File: config.mk
export PLATFORM = sky130hd
export DESIGN_NAME = drv_act_led_stretch
export DESIGN_NICKNAME = d
export VERILOG_FILES = /design/src/rtl/drv_act_led_stretch.sv
export SDC_FILE = /design/constraint.sdc
export NUM_CORES = 1
export LEC_CHECK = 0
export CAP_MARGIN = 15
export CORE_ASPECT_RATIO = 1.25
export CORE_MARGIN = 2
export CORE_UTILIZATION = 55
export DETAILED_ROUTE_END_ITERATION = 7
export GPL_ROUTABILITY_DRIVEN = 1
export PLACE_DENSITY = 0.73
export SLEW_MARGIN = 0
export SYNTH_ARGS = -nofsm -noshare
export SYNTH_HDL_FRONTEND = slang
export SYNTH_SLANG_ARGS = --single-unit
File: constraint.sdc
create_clock -name SYSCLK -period 4.14 [get_ports SYSCLK]
set_clock_uncertainty 0.15 [all_clocks]
set_input_delay 0.414 -clock SYSCLK [delete_from_list [all_inputs] [get_ports SYSCLK]]
set_output_delay 0.414 -clock SYSCLK [all_outputs]
set_load 0.01 [all_outputs]
File: src/rtl/drv_act_led_stretch.sv
// Purpose : stretch per-drive SGPIO activity bits into visible ON pulses followed by a
//           minimum OFF gap; a frame watchdog blanks every activity LED when frames stop.
// Latency : request (FRAME_VALID & ACT_RAW[i]) at cycle N -> FSM ON at N+1 -> LED lit at N+2.
// Backpressure: none. Frames are sampled on every FRAME_VALID pulse. A request during ON/GAP
//           queues at most one further pulse.
//
// Ports:
//   SYSCLK       system clock
//   RESET        synchronous reset, active-high
//   FRAME_VALID  one-cycle pulse: ACT_RAW holds a complete new frame this cycle
//   ACT_RAW      per-drive activity bit (1 = active), only looked at with FRAME_VALID
//   LAMP_TEST    1 = light every LED (FSMs and watchdog keep running untouched)
//   ACT_LED_L    registered active-low LED cathodes (0 = lit)
//   SGPIO_TMO    registered: 1 = no frame for TMO_TICKS ticks
module drv_act_led_stretch #(
  parameter int NUM_DRV   = 36,
  parameter int TICK_DIV  = 25000,
  parameter int ON_TICKS  = 50,
  parameter int OFF_TICKS = 50,
  parameter int TMO_TICKS = 1000
) (
  input  logic               SYSCLK,
  input  logic               RESET,
  input  logic               FRAME_VALID,
  input  logic [NUM_DRV-1:0] ACT_RAW,
  input  logic               LAMP_TEST,
  output logic [NUM_DRV-1:0] ACT_LED_L,
  output logic               SGPIO_TMO
);

  // ------------------------------------------------------------------
  // Elaboration-time parameter sanity
  // ------------------------------------------------------------------
  if (TICK_DIV < 2) begin : g_bad_tick_div
    $error("drv_act_led_stretch: TICK_DIV must be >= 2");
  end
  if (ON_TICKS < 1) begin : g_bad_on_ticks
    $error("drv_act_led_stretch: ON_TICKS must be >= 1");
  end
  if (OFF_TICKS < 1) begin : g_bad_off_ticks
    $error("drv_act_led_stretch: OFF_TICKS must be >= 1");
  end
  if (TMO_TICKS < 1) begin : g_bad_tmo_ticks
    $error("drv_act_led_stretch: TMO_TICKS must be >= 1");
  end

  // ------------------------------------------------------------------
  // Widths and constants
  // ------------------------------------------------------------------
  localparam int MAX_TICKS = (ON_TICKS > OFF_TICKS) ? ON_TICKS : OFF_TICKS;
  localparam int CW        = $clog2(MAX_TICKS + 1);
  localparam int PW        = $clog2(TICK_DIV);
  localparam int WW        = $clog2(TMO_TICKS + 1);

  localparam logic [PW-1:0] PRESC_LAST = PW'(TICK_DIV - 1);
  localparam logic [CW-1:0] CNT_ON     = CW'(ON_TICKS);
  localparam logic [CW-1:0] CNT_OFF    = CW'(OFF_TICKS);
  localparam logic [CW-1:0] CNT_ONE    = CW'(1);
  localparam logic [WW-1:0] WD_MAX     = WW'(TMO_TICKS);
  localparam logic [WW-1:0] WD_ONE     = WW'(1);

  typedef enum logic [1:0] {
    ST_IDLE = 2'd0,
    ST_ON   = 2'd1,
    ST_GAP  = 2'd2
  } drv_state_e;

  // ------------------------------------------------------------------
  // Tick prescaler: first tick lands on the TICK_DIV-th cycle after reset
  // ------------------------------------------------------------------
  logic [PW-1:0] presc_q;
  logic          tick;

  assign tick = (presc_q == PRESC_LAST);

  always_ff @(posedge SYSCLK) begin
    if (RESET) begin
      presc_q <= '0;
    end else if (tick) begin
      presc_q <= '0;
    end else begin
      presc_q <= presc_q + 1'b1;
    end
  end

  // ------------------------------------------------------------------
  // Frame watchdog. Saturates at TMO_TICKS; the flag follows one edge
  // after the counter reaches its limit. A frame clears both at once.
  // ------------------------------------------------------------------
  logic [WW-1:0] wd_q;

  always_ff @(posedge SYSCLK) begin
    if (RESET) begin
      wd_q      <= '0;
      SGPIO_TMO <= 1'b0;
    end else if (FRAME_VALID) begin
      wd_q      <= '0;
      SGPIO_TMO <= 1'b0;
    end else begin
      if (tick && (wd_q != WD_MAX)) begin
        wd_q <= wd_q + WD_ONE;
      end
      if (wd_q == WD_MAX) begin
        SGPIO_TMO <= 1'b1;
      end
    end
  end

  // ------------------------------------------------------------------
  // Per-drive request. Gating with FRAME_VALID keeps stale or undriven
  // ACT_RAW bits out of the FSMs between frames.
  // ------------------------------------------------------------------
  logic [NUM_DRV-1:0] req;

  assign req = {NUM_DRV{FRAME_VALID}} & ACT_RAW;

  // ------------------------------------------------------------------
  // Per-drive stretch FSM: state register
  // ------------------------------------------------------------------
  drv_state_e    state_q [NUM_DRV];
  drv_state_e    state_d [NUM_DRV];
  logic [CW-1:0] cnt_q   [NUM_DRV];
  logic [CW-1:0] cnt_d   [NUM_DRV];
  logic          pend_q  [NUM_DRV];
  logic          pend_d  [NUM_DRV];

  always_ff @(posedge SYSCLK) begin
    for (int i = 0; i < NUM_DRV; i++) begin
      if (RESET) begin
        state_q[i] <= ST_IDLE;
        cnt_q[i]   <= '0;
        pend_q[i]  <= 1'b0;
      end else begin
        state_q[i] <= state_d[i];
        cnt_q[i]   <= cnt_d[i];
        pend_q[i]  <= pend_d[i];
      end
    end
  end

  // ------------------------------------------------------------------
  // Per-drive stretch FSM: next state
  //   ON  : fixed-length pulse; a request only queues the next pulse.
  //   GAP : enforced dark time; at its last tick a queued (or same-cycle)
  //         request relaunches ON, otherwise the drive goes idle.
  // While the stream is timed out every drive is flushed to IDLE, unless
  // a frame arrives this cycle, in which case it is processed normally.
  // ------------------------------------------------------------------
  always_comb begin
    for (int i = 0; i < NUM_DRV; i++) begin
      state_d[i] = state_q[i];
      cnt_d[i]   = cnt_q[i];
      pend_d[i]  = pend_q[i];

      if (SGPIO_TMO && !FRAME_VALID) begin
        state_d[i] = ST_IDLE;
        cnt_d[i]   = '0;
        pend_d[i]  = 1'b0;
      end else begin
        case (state_q[i])
          ST_IDLE: begin
            if (req[i]) begin
              state_d[i] = ST_ON;
              cnt_d[i]   = CNT_ON;
              pend_d[i]  = 1'b0;
            end
          end

          ST_ON: begin
            if (req[i]) begin
              pend_d[i] = 1'b1;
            end
            if (tick) begin
              if (cnt_q[i] > CNT_ONE) begin
                cnt_d[i] = cnt_q[i] - CNT_ONE;
              end else begin
                state_d[i] = ST_GAP;
                cnt_d[i]   = CNT_OFF;
              end
            end
          end

          ST_GAP: begin
            if (req[i]) begin
              pend_d[i] = 1'b1;
            end
            if (tick) begin
              if (cnt_q[i] > CNT_ONE) begin
                cnt_d[i] = cnt_q[i] - CNT_ONE;
              end else if (pend_q[i] || req[i]) begin
                state_d[i] = ST_ON;
                cnt_d[i]   = CNT_ON;
                pend_d[i]  = 1'b0;
              end else begin
                state_d[i] = ST_IDLE;
                cnt_d[i]   = '0;
                pend_d[i]  = 1'b0;
              end
            end
          end

          default: begin
            state_d[i] = ST_IDLE;
            cnt_d[i]   = '0;
            pend_d[i]  = 1'b0;
          end
        endcase
      end
    end
  end

  // ------------------------------------------------------------------
  // Registered active-low LED drive
  // ------------------------------------------------------------------
  always_ff @(posedge SYSCLK) begin
    for (int i = 0; i < NUM_DRV; i++) begin
      if (RESET) begin
        ACT_LED_L[i] <= 1'b1;
      end else begin
        ACT_LED_L[i] <= ~(LAMP_TEST | (state_q[i] == ST_ON));
      end
    end
  end

endmodule

==> key figures, run 1 <==
Routing
  • DR WL/cell: 16.31 um
  • Initial DRT Pass Iterations: 8
  • # DRC: 0
  • ANT nets after route: 0
  • Vias/cell: 6.157
  • Vias: 22,090
  • Wirelength, routed: 58.53 mm
  • Iteration-0 DRC Markers: 1,331

Critical path
  • WP buf/inv: 0
  • CP Cell Sequence: ha_1 > and3_1 > and4_4 > o21ai_1 > or4b_2 > o211ai_1
  • Worst setup path startpoint: presc_q[0]
  • Worst setup endpoint: cnt_q[3][22]
  • Reg2Reg Depth: 6
  • Crit path depth: 6
  • CP required: 4470 ps
  • Setup CP Type: register to register
  • Worst R2R End: cnt_q[3][22]
  • Crit-path max cell delay: 750 ps
  • Max FO, Critical Path: 35
  • Nature of the critical path startpoint: register
  • CP endpoint kind: register
  • Internal reg-to-reg setup slack: 990 ps
  • Worst Path Arrival: 3480 ps
  • Worst reg2reg startpoint: presc_q[0]
  • Slowest stage cell, crit path: or4b_2
  • Top delay family on crit path: simple AND/OR/NAND/NOR gates

Place
  • Placed Area: 25,090 sq um
  • Pre-CTS setup slack: 1034 ps
  • Hpwl dp: 40.40 mm
  • Port Buffers: 76
  • GPL Wtd Cong: 0.8647

Clock network
  • Setup bufs post-CTS: 0
  • Post-cts sizing count: 0
  • Clock transition at the registers of the reported paths: 60 ps
  • Hold-fix buffers, CTS: 0
  • TritonCTS clock tree: done
  • CTS Sinks: 386
  • Clock buffers created by TritonCTS: 43
  • H-Tree Depth: 2
  • Clock Tree Root: clkbuf_16
  • CTS Buffer Depth: 3
  • Clk_lat worst skew: 580 ps

Final layout
  • Post-layout util: 62.00%
  • Synthesis-to-finish area growth: 11.70%
  • Share of cells above drive strength 1: 4.995%
  • Diode count: 0
  • Commonest non-fill, non-tap cell in the layout: dfxtp_1
  • Final instance area: 26,570 sq um
  • FILL cells: 3,731
  • Layout Nets: 3,251
  • Most frequent cells in the layout: dfxtp_1 (386), a21oi_1 (262), nor2_1 (253), nand2_1 (242), ha_1 (219)

Logic synthesis
  • Cells after Synth: 2,937
  • Synth unique cells: 82
  • Post-synth EDFFs: 0
  • Syn. warnings: 0
  • Asr flop ratio synth: 0%
  • Area fraction of the dominant cell type after synthesis: 32.48%
  • Post-synthesis cell area: 23,790 sq um
  • Synth area leader: dfxtp_1
  • Synth area leaders: dfxtp_1 (32%), ha_1 (12%), a21oi_1 (5.5%)
  • Ys flop type: dfxtp_1
  • Sequential cell area fraction in the yosys report: 32.48%
  • Syn_area_per_cell: 8.100 sq um
  • Flops & latches, synth: 386
  • Syn nets: 3,196

Timing
  • Slew @ Worst Pin: 1017 ps
  • Max transition margin: 31.55%
  • Hold WS: 300.7 ps
  • Max Freq: 317.4 MHz
  • RSZ-0062 raised after global routing: false
  • Final worst-path setup slack: 989.8 ps
  • Final Cycle Share: 76.09%
  • Max-slew violations: 0
  • Crit path time final: 3150 ps
  • Final Hold Vio Count: 0
  • Final setup violation count: 0
  • Final TNS setup: 0 ps

Worst hold path
  • HP Class: register to register

Die
  • Die area: 44,940 sq um
  • Die Wd: 190.0 um
  • Core ar.: 42,860 sq um
  • Initial Util: 55.50%
  • Die H: 236.5 um
  • # IOs: 77
  • Num rows: 85

Job
  • Max cap viols: 0

Global routing
  • First-pass GRT wire length: 99.50 mm
  • Vias in the first global route: 21,873
  • Total gr overflow: 0
  • Largest net degree at the start of global routing: 63
  • Tot GR Track Use: 25.83%
  • Initial antenna violation count: 1

Power
  • Peak VDD IR: 0.4421 mV
  • P_leak: 11.02 nW
  • Pwr per Cell Area: 637.5 nW/um^2

Outcome
  • Status: completed
-- kinds of logic (layout without fill, tap and decap cells) --
family	count (synthesis)	in the layout	synth area share, %
buffers and inverters	287	373	4.876
muxes	44	44	1.857
and+or+nand+nor	1103	1103	23.66
AOI/OAI and AO/OA	865	865	24.39
adders and majority gates	219	219	11.52
xor gates and xnor gates	33	33	1.215
DFF	386	386	32.48
-- Yosys cell counts, drive strengths merged, types with 15 or more instances --
master,count
a211o,60
a211oi,20
a21boi,38
a21o,41
a21oi,263
a311o,27
a31oi,24
buf,45
clkbuf,51
dfxtp,386
ha,219
inv,191
mux2i,43
nand2,242
nand3,83
nand4,30
nand4b,20
nor2,255
nor2b,23
nor3,149
nor4,79
o211ai,35
o21a,27
o21ai,148
o21bai,51
o22ai,15
o31ai,22
or3,98
or4,35
xor2,22
-- area by class of cell --
class	count	area (sq um)	area share, %
clock buffers	64	1277	4.808
repair buffers	106	1021	3.842
flip-flops and latches	386	7727	29.08
multi-input cells	2264	14920	56.16
inverters	191	716.9	2.698
clock inverters	12	198.9	0.7487
well taps	565	706.9	2.660
-- through the flow --
| step | std cells | power, mW |
|---|---|---|
| global placement | 3511 | 12.53 |
| floorplan | 2937 | 11.09 |
| global route | 3588 | 18.28 |
| finish | 3588 | 16.94 |
| CTS | 3587 | 16.93 |
| detailed placement | 3511 | 12.82 |
-- worst min path at each step --
stage | startpoint | endpoint | cells after the start
after global placement | presc_q[0] | presc_q[0] | 1
after CTS | FRAME_VALID | pend_q[1][0] | 4
after detailed placement | presc_q[0] | presc_q[0] | 1
after floorplan | presc_q[0] | presc_q[0] | 1
after global routing | LAMP_TEST | ACT_LED_L[6] | 2
final | presc_q[0] | presc_q[0] | 1
-- flip-flops by register name (all words and copies together) (netlist names) --
name,cells
SGPIO_TMO,1
wd_q,10
presc_q,15
cnt_q,216
pend_q,36
state_q,72
ACT_LED_L,36
-- routing by layer --
| layer | up-vias | GRT usage, % | part of all wire, % |
|---|---|---|---|
| met5 | - | 0 | 0.022 |
| met4 | 2 | 9.937 | 3.1 |
| met3 | 139 | 3.942 | 4.3 |
| met2 | 504 | 47.09 | 50 |
| met1 | 10517 | 30.16 | 43 |
| li1 | 10928 | - | - |
-- report_power, final --
part	switching, mW	internal [mW]	total (mW)
logic	4.55	2.98	7.53
clock network	1.57	2.44	4.02
registers	0.827	4.56	5.39
Note: power is estimated with default switching activity, not from simulation.
==> run 2, diff against run 1 <==
--- a/config.mk
+++ b/config.mk
@@ -11,7 +11,7 @@
 export CORE_UTILIZATION = 55
 export DETAILED_ROUTE_END_ITERATION = 7
 export GPL_ROUTABILITY_DRIVEN = 1
-export PLACE_DENSITY = 0.73
+export PLACE_DENSITY = 0.75
 export SLEW_MARGIN = 0
 export SYNTH_ARGS = -nofsm -noshare
 export SYNTH_HDL_FRONTEND = slang
==> constraint.sdc (replaced) <==
create_clock -name SYSCLK -period 2.74 [get_ports SYSCLK]
set_clock_uncertainty 0.15 [all_clocks]
set_input_delay 0.274 -clock SYSCLK [delete_from_list [all_inputs] [get_ports SYSCLK]]
set_output_delay 0.274 -clock SYSCLK [all_outputs]
set_load 0.01 [all_outputs]
==> run 2 against run 1 <==
Compared with the run above: power rose by 52%; critical path depth up 2; first-iteration DRC count is 11% higher; global-route usage shrank 0.82 points.
==> key figures, run 2 (synthesized netlist as in run 1, its figures left out) <==
Routing
  • Wirelength, routed: 57.51 mm
  • Initial DRT Pass Iterations: 5
  • Iteration-0 DRC Markers: 1,481
  • Vias: 22,167
  • ANT nets after route: 0
  • # DRC: 0
  • Vias/cell: 6.122
  • DR WL/cell: 15.88 um

Critical path
  • Setup CP Type: register to register
  • CP required: 3030 ps
  • Internal reg-to-reg setup slack: 270 ps
  • Worst Path Arrival: 2750 ps
  • Worst R2R End: state_q[6][5]
  • Crit-path max cell delay: 430 ps
  • Reg2Reg Depth: 8
  • CP Cell Sequence: ha_1 > and3_1 > buf_4 > nand4_4 > buf_12 > a21oi_1 > o21ai_0 > mux2i_1
  • Nature of the critical path startpoint: register
  • Worst reg2reg startpoint: presc_q[0]
  • Max FO, Critical Path: 29
  • Slowest stage cell, crit path: a21oi_1
  • CP endpoint kind: register

Clock network
  • Clock Tree Root: clkbuf_16
  • CTS Sinks: 386
  • Hold-fix buffers, CTS: 0
  • Clock buffers created by TritonCTS: 43
  • Clock transition at the registers of the reported paths: 60 ps
  • TritonCTS clock tree: done
  • Clk_lat worst skew: 560 ps
  • CTS Buffer Depth: 3
  • H-Tree Depth: 2

Place
  • Hpwl dp: 40.05 mm
  • GPL Wtd Cong: 0.8635
  • Port Buffers: 76
  • Placed Area: 25,420 sq um

Timing
  • Max-slew violations: 0
  • Crit path time final: 2468 ps
  • Slew @ Worst Pin: 776.5 ps
  • Hold WS: 145.7 ps
  • Final Hold Vio Count: 0
  • Final TNS setup: 0 ps
  • Final setup violation count: 0
  • Max Freq: 405.3 MHz
  • Max transition margin: 47.58%
  • RSZ-0062 raised after global routing: false
  • Final Cycle Share: 90.06%

Final layout
  • Synthesis-to-finish area growth: 13.13%
  • Most frequent cells in the layout: dfxtp_1 (386), a21oi_1 (262), nor2_1 (253), nand2_1 (242), ha_1 (219)
  • Commonest non-fill, non-tap cell in the layout: dfxtp_1
  • Multi-input gate area: 14,930 sq um
  • Max reg flops: 216
  • Sequential cell area: 7727 sq um
  • Post-layout util: 62.79%
  • Layout Nets: 3,285
  • Final instance area: 26,910 sq um
  • Diode count: 0
  • Biggest register: cnt_q
  • Leading registers by flop count: cnt_q (216), state_q (72)
  • Share of cells above drive strength 1: 6.217%
  • FILL cells: 3,618

Global routing
  • Largest net degree at the start of global routing: 61
  • Initial antenna violation count: 0
  • First-pass GRT wire length: 96.98 mm
  • Vias in the first global route: 21,567
  • Tot GR Track Use: 25.00%
  • Total gr overflow: 0

Die
  • Die Wd: 190.0 um
  • Core ar.: 42,860 sq um
  • Die area: 44,940 sq um
  • # IOs: 77
  • Initial Util: 55.50%
  • Die H: 236.5 um
  • Num rows: 85

Power
  • P_leak: 11.23 nW
  • Peak VDD IR: 0.6181 mV
  • Pwr per Cell Area: 954.1 nW/um^2
  • Overall power: 25.68 mW

Outcome
  • Status: completed

Worst hold path
  • Min-delay src: LAMP_TEST
  • Hold path depth: 2
  • WHS Endpoint: ACT_LED_L[4]
  • HP Class: input pin to register

Job
  • Max cap viols: 0
## run 2: how the worst max path moves through the flow
stage	startpoint	end	slack [ps]	cells after the start
after floorplan	presc_q[0]	cnt_q[0][17]	470	9
after CTS	presc_q[0]	cnt_q[2][11]	130	7
final	presc_q[0]	state_q[6][5]	270	8
after detailed placement	presc_q[0]	cnt_q[2][11]	140	7
after global routing	presc_q[0]	state_q[7][1]	70	8
after global placement	presc_q[0]	state_q[6][0]	210	7
## run 2: repair_timing
item,CTS,global route
setup buffers,0,3
endpoints found under the setup margin,0,6
gates resized for setup,0,2
## run 2: power by group
group / total [mW] / leakage [nW] / internal, mW / switching, mW
Clock: 5.93 / 0.723 / 3.59 / 2.34
Combinational: 11.6 / 7.35 / 4.72 / 6.89
Sequential: 8.13 / 3.16 / 6.90 / 1.23
Total: 25.7 / 11.2 / 15.2 / 10.5
## run 2: metrics by stage
step / cells / worst slack (ps)
after detailed placement: 3543 / 144.5
after global placement: 3543 / 210.1
after global routing: 3621 / 74.44
after floorplan: 2937 / 470.8
after CTS: 3618 / 130.4
final: 3621 / 272.4
## run 2: layout make-up
| type | instances | area share (%) |
|---|---|---|
| multi-input cells | 2264 | 55.48 |
| clock buffers | 64 | 4.896 |
| flip-flops and latches | 386 | 28.71 |
| well taps | 565 | 2.627 |
| repair buffers | 140 | 5.123 |
| clock inverters | 11 | 0.4975 |
| inverters | 191 | 2.664 |
## run 2: routing by layer
metal | GRT usage, % | vias up | routed length [um]
met4 | 9.819 | 0 | 1840
met5 | 0 | - | 0
met1 | 29.57 | 10501 | 24390
met3 | 3.735 | 140 | 2503
li1 | - | 10984 | -
met2 | 45.12 | 542 | 28770
## run 2: worst max-delay path: cells and delay by family (launching register included)
kind / cells / cell delay (ps)
AOI/OAI and AO/OA: 2 / 730
buffers and inverters: 2 / 380
DFF: 1 / 350
and+or+nand+nor: 2 / 330
adders and majority gates: 1 / 210
muxes: 1 / 170
==> run 3, diff against run 2 <==
--- a/config.mk
+++ b/config.mk
@@ -11,7 +11,7 @@
 export CORE_UTILIZATION = 55
 export DETAILED_ROUTE_END_ITERATION = 7
 export GPL_ROUTABILITY_DRIVEN = 1
-export PLACE_DENSITY = 0.75
+export PLACE_DENSITY = 0.73
 export SLEW_MARGIN = 0
 export SYNTH_ARGS = -nofsm -noshare
 export SYNTH_HDL_FRONTEND = slang
==> constraint.sdc (replaced) <==
create_clock -name SYSCLK -period 2.3 [get_ports SYSCLK]
set_clock_uncertainty 0.15 [all_clocks]
set_input_delay 0.23 -clock SYSCLK [delete_from_list [all_inputs] [get_ports SYSCLK]]
set_output_delay 0.23 -clock SYSCLK [all_outputs]
set_load 0.01 [all_outputs]
==> run 3 against run 2 <==
Compared with the run above: the flow now finishes with violations (setup timing); non-clock buffer count is 120 higher; first-iteration DRC count is 12% lower; critical path depth stayed put; sequential share of layout area decreased by 1.2 points; largest cell class unchanged; core utilization up 2.7 points.
==> key figures, run 3 (synthesized netlist as in run 1, its figures left out) <==
Die
  • Core ar.: 42,860 sq um
  • Die Wd: 190.0 um
  • Initial Util: 55.50%
  • # IOs: 77
  • Num rows: 85
  • Die H: 236.5 um
  • Die area: 44,940 sq um

Critical path
  • Worst reg2reg startpoint: presc_q[1]
  • Setup CP Type: register to register
  • Crit-path max cell delay: 370 ps
  • CP endpoint kind: register
  • WP buf/inv: 2
  • CP Cell Sequence: ha_4 > and3_4 > and4_4 > buf_4 > buf_12 > o21bai_1 > and2_1 > a211o_1
  • Worst Path Arrival: 2600 ps
  • CP required: 2590 ps
  • Nature of the critical path startpoint: register
  • Slowest stage cell, crit path: and4_4
  • Worst setup path startpoint: presc_q[1]
  • Top delay family on crit path: simple AND/OR/NAND/NOR gates
  • Max FO, Critical Path: 15

Final layout
  • Sequential cell area: 7739 sq um
  • Most frequent cells in the layout: dfxtp_1 (377), a21oi_1 (257), nor2_1 (251), nand2_1 (242), ha_1 (218)
  • FILL cells: 3,611
  • Synthesis-to-finish area growth: 18.05%
  • Max reg flops: 216
  • Diode count: 0
  • Biggest register: cnt_q
  • Layout Nets: 3,404
  • Multi-input gate area: 15,140 sq um
  • Leading registers by flop count: cnt_q (216), state_q (72)
  • Commonest non-fill, non-tap cell in the layout: dfxtp_1
  • Fin cells: 3,743
  • Share of cells above drive strength 1: 11.08%

Timing
  • Final TNS setup: -6.009 ps
  • Hold WS: 29.41 ps
  • Crit path time final: 2306 ps
  • Slew @ Worst Pin: 600.8 ps
  • Final setup violation count: 1
  • Final worst-path setup slack: -6.009 ps
  • RSZ-0062 raised after global routing: true
  • Max transition margin: 59.64%
  • Final Cycle Share: 100.3%
  • Final Hold Vio Count: 0
  • Max Freq: 433.7 MHz
  • Max-slew violations: 0

Outcome
  • Status: complete, but fails checks
  • Failing checks: setup timing

Global routing
  • Tot GR Track Use: 25.93%
  • First-pass GRT wire length: 100.7 mm
  • Total gr overflow: 0
  • Vias in the first global route: 22,171
  • Initial antenna violation count: 1
  • Largest net degree at the start of global routing: 49

Routing
  • Initial DRT Pass Iterations: 5
  • DR WL/cell: 16.16 um
  • Wirelength, routed: 60.47 mm
  • Vias/cell: 6.131
  • Vias: 22,948
  • # DRC: 0
  • ANT nets after route: 0
  • Iteration-0 DRC Markers: 1,298

Power
  • P_leak: 11.89 nW
  • Peak VDD IR: 0.7312 mV
  • Overall power: 31.63 mW
  • Pwr per Cell Area: 1126 nW/um^2

Place
  • Placed Cells: 3,652
  • GPL Wtd Cong: 0.9028
  • Pre-CTS setup slack: -65.62 ps
  • Port Buffers: 76
  • Hpwl dp: 42.55 mm

Clock network
  • TritonCTS clock tree: done
  • Clock transition at the registers of the reported paths: 60 ps
  • CTS Buffer Depth: 3
  • Hold-fix buffers, CTS: 0
  • CTS Sinks: 386
  • H-Tree Depth: 2
  • Clock buffers created by TritonCTS: 42
  • Clk_lat worst skew: 550 ps
  • Clock Tree Root: clkbuf_16

Job
  • Max cap viols: 0

Worst hold path
  • HP Class: input pin to register
  • Min-delay src: RESET
-- run 3: cell types whose count changed in the layout (fill, tap and decap cells not counted), sizes merged --
cell / change
buf: +118
clkbuf: -1
clkinv: +5
clkinvlp: +1
inv: -1
-- run 3: cell type report --
type	count	area share, %
Sequential cell	386	27.56
Multi-Input combinational cell	2264	53.92
Inverter	191	2.553
Clock inverter	16	0.5614
Clock buffer	61	4.509
Tap cell	565	2.517
Timing Repair Buffer	260	8.385
-- run 3: repair_timing --
action / CTS / global route
buffers inserted: 1 / 11
gates resized for setup: 4 / 58
pin swaps: 1 / 12
gates cloned: 1 / 2
endpoints found under the setup margin: 25 / 82
-- run 3: per-stage QoR --
stage | utilization (%) | cell area, sq um
final | 65.52 | 28080
after global routing | 65.52 | 28080
after detailed placement | 61.30 | 26270
after global placement | 61.30 | 26270
after CTS | 64.76 | 27750
after floorplan | - | 23790
-- run 3: power by group --
part	switching (mW)	total (mW)	internal, mW
Combinational	8.56	15.0	6.44
Clock	2.77	6.93	4.16
Sequential	1.48	9.70	8.22
-- run 3: path summary, 6_finish.rpt --
| check | endpoint | slack, ps | depth (start not counted) |
|---|---|---|---|
| max | cnt_q[3][16] | -6 | 8 |
| min | ACT_LED_L[2] | 30 | 3 |
| max reg2reg | cnt_q[3][16] | -6 | 8 |
| min reg2reg | cnt_q[6][10] | 300 | 1 |
-- run 3: per-layer routing --
metal	vias up	track usage (%)	share of wire, %
met4	2	9.725	3.1
met3	158	3.320	4.5
li1	11238	-	-
met2	589	47.47	50
met5	-	0	0.021
met1	10961	30.62	42
-- run 3: worst min-delay path, stage by stage --
cell,delay (ps)
buf_2,130
buf_4,170
o21bai_1,150
